## config.mk

```make
export PLATFORM = sky130hd
export DESIGN_NAME = usb_handshake_tx
export DESIGN_NICKNAME = d
export VERILOG_FILES = /design/src/rtl/usb_pid_pkg.sv /design/src/rtl/usb_piso8.sv /design/src/rtl/usb_handshake_tx.sv
export SDC_FILE = /design/constraint.sdc
export NUM_CORES = 1
export LEC_CHECK = 0
export ABC_AREA = 1
export BUFFER_PORTS_ARGS = -buffer_cell sky130_fd_sc_hd__buf_4
export CAP_MARGIN = 20
export CORE_MARGIN = 4
export CORE_UTILIZATION = 48
export DETAILED_ROUTE_END_ITERATION = 6
export PLACE_DENSITY_LB_ADDON = 0.08
export SYNTH_ARGS = -nofsm -noshare
export SYNTH_HDL_FRONTEND = slang
export SYNTH_SLANG_ARGS = --single-unit
```

## constraint.sdc

```tcl
create_clock -name clk -period 1.55 [get_ports clk]
set_clock_uncertainty 0.15 [all_clocks]
set_input_delay 0.465 -clock clk [delete_from_list [all_inputs] [get_ports clk]]
set_output_delay 0.465 -clock clk [all_outputs]
set_load 0.005 [all_outputs]
```

## src/rtl/usb_pid_pkg.sv

```systemverilog
// -----------------------------------------------------------------------------
// usb_pid_pkg
// Shared definitions for the hub's USB handshake transmit path.
//   - Handshake PID codes (ACK, NAK, STALL, NYET)
//   - SYNC byte as it appears on the serial link
//   - State encoding of the handshake transmitter FSM
//   - pid_field(): builds the on-wire PID byte {~pid, pid}
// -----------------------------------------------------------------------------
package usb_pid_pkg;

    localparam logic [3:0] PID_ACK   = 4'h2;
    localparam logic [3:0] PID_NAK   = 4'hA;
    localparam logic [3:0] PID_STALL = 4'hE;
    localparam logic [3:0] PID_NYET  = 4'h6;

    localparam logic [7:0] SYNC_PATTERN = 8'h80;

    localparam logic [1:0] HS_ST_IDLE = 2'd0;
    localparam logic [1:0] HS_ST_SYNC = 2'd1;
    localparam logic [1:0] HS_ST_PID  = 2'd2;
    localparam logic [1:0] HS_ST_EOP  = 2'd3;

    typedef enum logic [1:0] {
        S_IDLE = HS_ST_IDLE,
        S_SYNC = HS_ST_SYNC,
        S_PID  = HS_ST_PID,
        S_EOP  = HS_ST_EOP
    } hs_tx_state_e;

    // Upper nibble is the one's complement check field.
    function automatic logic [7:0] pid_field(input logic [3:0] pid);
        return {~pid, pid};
    endfunction

endpackage

```

## src/rtl/usb_piso8.sv

```systemverilog
// -----------------------------------------------------------------------------
// usb_piso8
// 8-bit parallel-in / serial-out register, shifting right (LSB first).
// The current serial bit is the register's bit 0, so the serial output is a
// flop. Zeros are shifted in from the top, which leaves the output at 0 once
// all eight bits have gone out.
//
// Ports
//   clk      in   clock
//   rst      in   synchronous active-high reset
//   load_i   in   load data_i; bit 0 becomes the current bit, count clears
//   shift_i  in   advance to the next bit, count increments
//   data_i   in   8-bit parallel load value
//   bit_o    out  current serial bit
//   last_o   out  current bit is the 8th bit of the loaded byte
// -----------------------------------------------------------------------------
module usb_piso8
    import usb_pid_pkg::*;
(
    input  logic       clk,
    input  logic       rst,
    input  logic       load_i,
    input  logic       shift_i,
    input  logic [7:0] data_i,
    output logic       bit_o,
    output logic       last_o
);

    logic [7:0] shift_q, shift_d;
    logic [2:0] cnt_q, cnt_d;

    always_comb begin
        shift_d = shift_q;
        cnt_d   = cnt_q;
        if (load_i) begin
            shift_d = data_i;
            cnt_d   = 3'd0;
        end else if (shift_i) begin
            shift_d = {1'b0, shift_q[7:1]};
            cnt_d   = cnt_q + 3'd1;
        end
    end

    always_ff @(posedge clk) begin
        if (rst) begin
            shift_q <= 8'h00;
            cnt_q   <= 3'd0;
        end else begin
            shift_q <= shift_d;
            cnt_q   <= cnt_d;
        end
    end

    assign bit_o  = shift_q[0];
    assign last_o = (cnt_q == 3'd7);

endmodule

```

## src/rtl/usb_handshake_tx.sv

```systemverilog
// -----------------------------------------------------------------------------
// usb_handshake_tx
// Bit-serial transmitter for USB handshake packets. A send request in a cycle
// with ready high latches the PID and emits the PID byte {~pid, pid} LSB
// first as one contiguous run of valid bits, followed by a two-cycle
// end-of-packet gap whose second cycle carries the done pulse.
//
// Build option
//   USB_HS_TX_SYNC_EN  defined: every packet is preceded by the SYNC byte
//                      8'h80 (16 valid bits per packet, 19-cycle period).
//                      undefined: PID byte only (8 valid bits, 11-cycle period).
//
// Ports
//   clk                    in   clock
//   rst                    in   synchronous active-high reset
//   send                   in   transmit request, taken only while ready=1
//   pid_in[3:0]            in   PID, sampled in the accept cycle
//   ready                  out  idle, a send this cycle is accepted
//   serial_data_out        out  current serial bit
//   serial_data_out_valid  out  serial_data_out carries a packet bit
//   done                   out  one-cycle pulse in the last EOP cycle
//
// State | meaning
// ------+-----------------------------------------------------------------
// IDLE  | waiting for send, ready=1 (except the first cycle after reset)
// SYNC  | emitting the SYNC byte (only with USB_HS_TX_SYNC_EN)
// PID   | emitting the PID byte
// EOP   | two idle-line cycles, done in the second, then back to IDLE
// -----------------------------------------------------------------------------
module usb_handshake_tx
    import usb_pid_pkg::*;
(
    input  logic       clk,
    input  logic       rst,
    input  logic       send,
    input  logic [3:0] pid_in,
    output logic       ready,
    output logic       serial_data_out,
    output logic       serial_data_out_valid,
    output logic       done
);

    hs_tx_state_e state_q, state_d;
    logic         eop2_q, eop2_d;
    logic         ready_q, ready_d;
    logic         valid_q, valid_d;
    logic         done_q, done_d;
`ifdef USB_HS_TX_SYNC_EN
    // PID byte waits here while the shifter is busy with SYNC.
    logic [7:0]   pid_field_q, pid_field_d;
`endif

    logic       piso_load;
    logic       piso_shift;
    logic [7:0] piso_data;
    logic       piso_bit;
    logic       piso_last;

    usb_piso8 u_piso (
        .clk     (clk),
        .rst     (rst),
        .load_i  (piso_load),
        .shift_i (piso_shift),
        .data_i  (piso_data),
        .bit_o   (piso_bit),
        .last_o  (piso_last)
    );

    // Outputs are registered from the next state, so each register holds the
    // value for the cycle the shifter is presenting.
    always_comb begin
        state_d    = state_q;
        eop2_d     = 1'b0;
        ready_d    = 1'b0;
        valid_d    = 1'b0;
        done_d     = 1'b0;
        piso_load  = 1'b0;
        piso_shift = 1'b0;
        piso_data  = 8'h00;
`ifdef USB_HS_TX_SYNC_EN
        pid_field_d = pid_field_q;
`endif
        case (state_q)
            S_IDLE: begin
                ready_d = 1'b1;
                // ready_q gates the first post-reset cycle, where IDLE is
                // already entered but ready is still low.
                if (ready_q && send) begin
                    ready_d   = 1'b0;
                    valid_d   = 1'b1;
                    piso_load = 1'b1;
`ifdef USB_HS_TX_SYNC_EN
                    piso_data   = SYNC_PATTERN;
                    pid_field_d = pid_field(pid_in);
                    state_d     = S_SYNC;
`else
                    piso_data = pid_field(pid_in);
                    state_d   = S_PID;
`endif
                end
            end
`ifdef USB_HS_TX_SYNC_EN
            S_SYNC: begin
                valid_d = 1'b1;
                if (piso_last) begin
                    // Reload straight into the PID byte: no gap in valid.
                    piso_load = 1'b1;
                    piso_data = pid_field_q;
                    state_d   = S_PID;
                end else begin
                    piso_shift = 1'b1;
                end
            end
`endif
            S_PID: begin
                // The final shift empties the register, so data reads 0 in EOP.
                piso_shift = 1'b1;
                if (piso_last) begin
                    state_d = S_EOP;
                end else begin
                    valid_d = 1'b1;
                end
            end
            S_EOP: begin
                if (!eop2_q) begin
                    eop2_d = 1'b1;
                    done_d = 1'b1;
                end else begin
                    ready_d = 1'b1;
                    state_d = S_IDLE;
                end
            end
            default: begin
                state_d = S_IDLE;
            end
        endcase
    end

    always_ff @(posedge clk) begin
        if (rst) begin
            state_q <= S_IDLE;
            eop2_q  <= 1'b0;
            ready_q <= 1'b0;
            valid_q <= 1'b0;
            done_q  <= 1'b0;
`ifdef USB_HS_TX_SYNC_EN
            pid_field_q <= 8'h00;
`endif
        end else begin
            state_q <= state_d;
            eop2_q  <= eop2_d;
            ready_q <= ready_d;
            valid_q <= valid_d;
            done_q  <= done_d;
`ifdef USB_HS_TX_SYNC_EN
            pid_field_q <= pid_field_d;
`endif
        end
    end

    assign ready                 = ready_q;
    assign serial_data_out       = piso_bit;
    assign serial_data_out_valid = valid_q;
    assign done                  = done_q;

endmodule

```

# After elaboration in Yosys (flattened, before gate mapping)
# Index checks and enable logic that the tools add are counted.
[totals]
input_bits = 7
out_inout_bits = 4
ff_bits = 16
[op_classes]
n_mux = 17
n_bitwise = 2
n_addsub = 1
eq_ne = 6
reduce_logical = 6
[ops]
columns = ["op", "n"]
rows = [
  ["2-to-1 mux 8 bit", 4],
  ["2-to-1 mux 1 bit", 7],
  ["2-to-1 mux 2 bit", 3],
  ["inequality test 2 bit (second input constant)", 3],
  ["case mux 2 bit (3 select lines)", 1],
  ["== test 2 bit (second input constant)", 2],
  ["inverter 4 bit", 1],
  ["case mux 1 bit (2 select lines)", 2],
  ["OR reduction 2 bit", 2],
  ["adder 3 x 1 -> 3 bit (second input constant)", 1],
  ["== test 3 bit (second input constant)", 1],
  ["AND reduction 3 bit", 1],
  ["logical NOT 2 bit", 1],
  ["nonzero test 2 bit", 1],
  ["logical AND 1 bit", 1],
  ["inverter 1 bit", 1],
]

# Longest topological paths before layout
[depth]
ltp_word = 4
depth_mapped = 8

# Modules after synthesis
# A second synthesis with hierarchy kept.
[hier_totals]
cells_unflattened = 130
area_unflattened_um2 = 884.6
[modules_own_cells]
columns = ["module", "n_inst", "cells_each", "area_per_inst_um2", "seq_area_each_um2"]
rows = [
  ["usb_piso8", 1, 77, 531.8, 220.2],
  ["usb_handshake_tx", 1, 53, 352.8, 100.1],
]

# Least setup slack after synthesis
# OpenSTA, ideal clock, no wires.
[synth_path]
path_kind = "register to register"
startpoint = "register state_q[0]"
endpoint = "register u_piso.shift_q[3]"
slack_ns = 0.164
n_path_buf = 1
path_stages_with_launch = 7
t_arrival_ns = 1.115
required_time_ns = 1.278
setup_ns = 0.122
path_cell_list = "dfxtp_1 -> inv_1 -> ha_1 -> nand3_4 -> buf_6 -> o21ai_0 -> a21oi_1"
[synth_via]
elab_chain_len = 3
elab_cells_between_ends = 7
classes_between = "eq/ne (1); mux (4); reduce/logical (2)"
[synth_lines]
columns = ["item", "line_no", "source"]
rows = [
  ["start: declaration", "usb_handshake_tx.sv:43", "hs_tx_state_e state_q, state_d;"],
  ["start signal: assignment", "usb_handshake_tx.sv:150", "state_q <= state_d;"],
  ["== test 2 bit / logical NOT 2 bit (equally long branches)", "usb_handshake_tx.sv:83", "case (state_q)"],
  ["2-to-1 mux 1 bit / 2-to-1 mux 8 bit (equally long branches)", "usb_handshake_tx.sv:83", ""],
  ["nonzero test 2 bit (no line) / 2-to-1 mux 8 bit (equally long branches)", "--", ""],
  ["end signal: assignment", "usb_piso8.sv:49", "shift_q <= shift_d;"],
  ["end: declaration", "usb_piso8.sv:29", "logic [7:0] shift_q, shift_d;"],
]
# Parallel ways exist; a longest one is shown, timed or not.
# A chain may end at the register's enable or synchronous reset.

# Worst setup path in the final report
[layout_path]
startpoint = "register state_q[0]"
endpoint = "register state_q[1]"
[layout_via]
elab_chain_len = 3
elab_cells_between_ends = 8
classes_between = "eq/ne (5); mux (1); reduce/logical (2)"
[layout_lines]
columns = ["item", "line_no"]
rows = [
  ["== test 2 bit / logical NOT 2 bit (equally long branches)", "usb_handshake_tx.sv:83"],
  ["inequality test 2 bit (no line)", "--"],
  ["AND reduction 3 bit (no line)", "--"],
]
# Parallel ways exist; a longest one is shown, timed or not.

==> results.toml <==
[detailed_routing]
remaining_drc_errors = 0
met2_length_um = 603
highest_layer = "met4"
dr.pass1.iters = 4
via_per_inst = 4.99
antenna_left = 0
routed-wl-met3_um = 82
drt-total-wl_mm = 1.48
vias = 673
wl_met1_um = 780
routedWlPerCell_um = 10.9
drtIter0Drc = 17

[floorplan]
core-area_um2 = 1540
die_x_um = 48.7
die_area_um2 = 2370
die_y_um = 48.7
row_count = 14
initial_core_util_pct = 51.5
io_pins = 11

[timing]
min_period_ns = 1.49
min_period_over_period_pct = 95.9
fmax_mhz = 673
hold_viol = 0
slew_headroom_pct = 87.0
worst_pin_slew_ns = 0.195
rsz0062_at_grt = "no"
setup_violations = 0
setup_ws_ns = 0.0638
finalMaxSlewViolations = 0
setup_tns_ns = 0

[cts]
path_clk_slew_ns = 0.09
tritoncts = "built"
ctsRootBufferMaster = "clkbuf_4"
clock_sinks = 16
cts_buffer_depth = 2
h-tree-depth = 1
cts_made_buffers = 3
clk_latency_ns = 0.27

[cells_and_area]
final_common_cell = "nand2_1"
areaGrowthSynthToFinish_pct = 13.2
fill_cells = 160
layout_common_cells = "nand2_1 (37), dfxtp_1 (16), buf_4 (13)"
fin_util_pct = 58.4
nNetsFinal = 134
drive_gt1_share_pct = 16.0
diodes = 0
stdcell_count = 135

[setup_path]
critPathKind = "reg -> reg"
max_stage_delay_ns = 0.32
cp_max_fo = 10
cp-start-kind = "flip-flop"
crit_arrival_ns = 1.55
critPathSlowestCell = "dfxtp_1"
worstPathRequired_ns = 1.62
cp_cell_sequence = "inv_1, ha_1, clkinvlp_4, buf_4, nand2_1, nor2_1, nor2_1"
cp-end-kind = "flip-flop"
cp_common_cell = "nor2_1"

[yosys]
synth_top_area_share_pct = 40.3
ys_warn_count = 0
synth_cells = 107
syn_area_um2 = 795
synthTopCellsByArea = "dfxtp_1 (40%), nand2_1 (18%), ha_1 (9.4%), nand3_1 (7.6%), a21oi_1 (5.0%)"
ys_seq_elements = 16
yosysUniqueCellTypes = 14
ys_seq_area_share_pct = 40.3
avgSynthCellArea_um2 = 7.43
synth_nets = 120
synth_top_area_cell = "dfxtp_1"

[grt]
grt_pass1_vias = 588
grt-ovfl-total = 0
antenna_found_initial = 0
grt_max_degree = 17
grtUsageTotal_pct = 13.1
grt_first_pass_wirelength_mm = 2.49

[power]
ir_worst_vdd_mv = 0.834
p_sw_share_pct = 36.9
totalPowerFinal_mw = 1.29
power.density_nw_per_um2 = 1430
p_int_mw = 0.811
comb_power_share_pct = 40.4
switchingPower_mw = 0.475
pwr-share-clk_pct = 16.2
p_leak_nw = 0.440
seqPwrFrac_pct = 43.4

[placement]
dp_cells = 131
routabilityCongestion = 0.801
dp_worst_setup_slack_ns = 0.110
dp_hpwl_mm = 1.13
portBuffers = 10

[job]
cap_violations = 0

[worst_hold_path]
hp-class = "in -> reg"

[outcome]
status = "finished, final reports clean"
sequential cells by signal (all words and copies together) (netlist names):
register / cells
serial_data_out_valid: 1
u_piso.shift_q: 8
ready: 1
done: 1
state_q: 2
u_piso.cnt_q: 3
metal layers:
layer / GRT usage [%] / vias up
li1: - / 368
met1: 20.1 / 284
met2: 17.0 / 19
met3: 3.07 / 2
met4: 5.38 / 0
met5: 0 / -
power by group through the flow:
stage	sequential (mW)	combinational, mW	clock (mW)
2_1_floorplan	0.559	0.385	0
3_3_place_gp	0.568	0.495	0
3_5_place_dp	0.568	0.495	0
4_1_cts	0.559	0.499	0.216
5_1_grt	0.571	0.589	0.239
6_report	0.559	0.520	0.208
stage by stage:
step	hold slack [ns]	cell area, µm²
final	0.271	900
after global routing	0.267	900
after CTS	0.269	886
after detailed placement	0.315	863
after global placement	0.310	863
after floorplan	0.293	795
worst max-delay path: cells and delay by family (launching register included):
| family | cells | cell delay, ns |
|---|---|---|
| adders and majority gates | 1 | 0.26 |
| buffers and inverters | 3 | 0.54 |
| DFF | 1 | 0.32 |
| and+or+nand+nor | 3 | 0.17 |
final cells by class:
| cell class | count | area, µm² | share of cell area [%] |
|---|---|---|---|
| timing repair buffer | 13 | 97.6 | 10.8 |
| multi-input combinational | 78 | 402 | 44.6 |
| inverter | 9 | 37.5 | 4.17 |
| tap | 16 | 20.0 | 2.23 |
| sequential | 16 | 320 | 35.6 |
| clock buffer | 3 | 22.5 | 2.50 |
synth_stat cells, drive strengths merged:
library cell  instances
inv                   9
nor2                  8
dfxtp                16
nand2                38
a211oi                1
ha                    6
buf                   4
o21ai                 1
nand4                 2
xnor2                 1
nand3                13
a21oi                 8
worst paths after layout:
path | cells after the start | endpoint | start | slack, ns
worst max register to register | 7 | state_q[1]$_SDFFE_PP0P_ | state_q[0]$_SDFFE_PP0P_ | 0.06
worst min-delay path | 2 | u_piso.shift_q[7]$_SDFFE_PP0P_ | rst | 0.27
worst min register to register | 2 | u_piso.cnt_q[1]$_SDFFE_PP0P_ | u_piso.cnt_q[1]$_SDFFE_PP0P_ | 0.33
worst max-delay path | 7 | state_q[1]$_SDFFE_PP0P_ | state_q[0]$_SDFFE_PP0P_ | 0.06
kinds of logic (layout without fill, tap and decap cells):
| kind of cell | after synthesis | count (layout) | synth area share, % |
|---|---|---|---|
| AO/OA/AOI/OAI | 10 | 10 | 6.61 |
| XOR/XNOR | 1 | 1 | 1.10 |
| adder cells (fa/ha/maj) | 6 | 6 | 9.45 |
| buffers and inverters | 13 | 25 | 9.45 |
| flip-flops | 16 | 16 | 40.3 |
| AND/OR/NAND/NOR | 61 | 61 | 33.1 |
timing repair:
item	in CTS	in global routing
hold buffers	0	0
gates resized for setup	0	2
buffers inserted	0	1
setup endpoints to repair	0	3
Note: power is estimated with default switching activity, not from simulation.
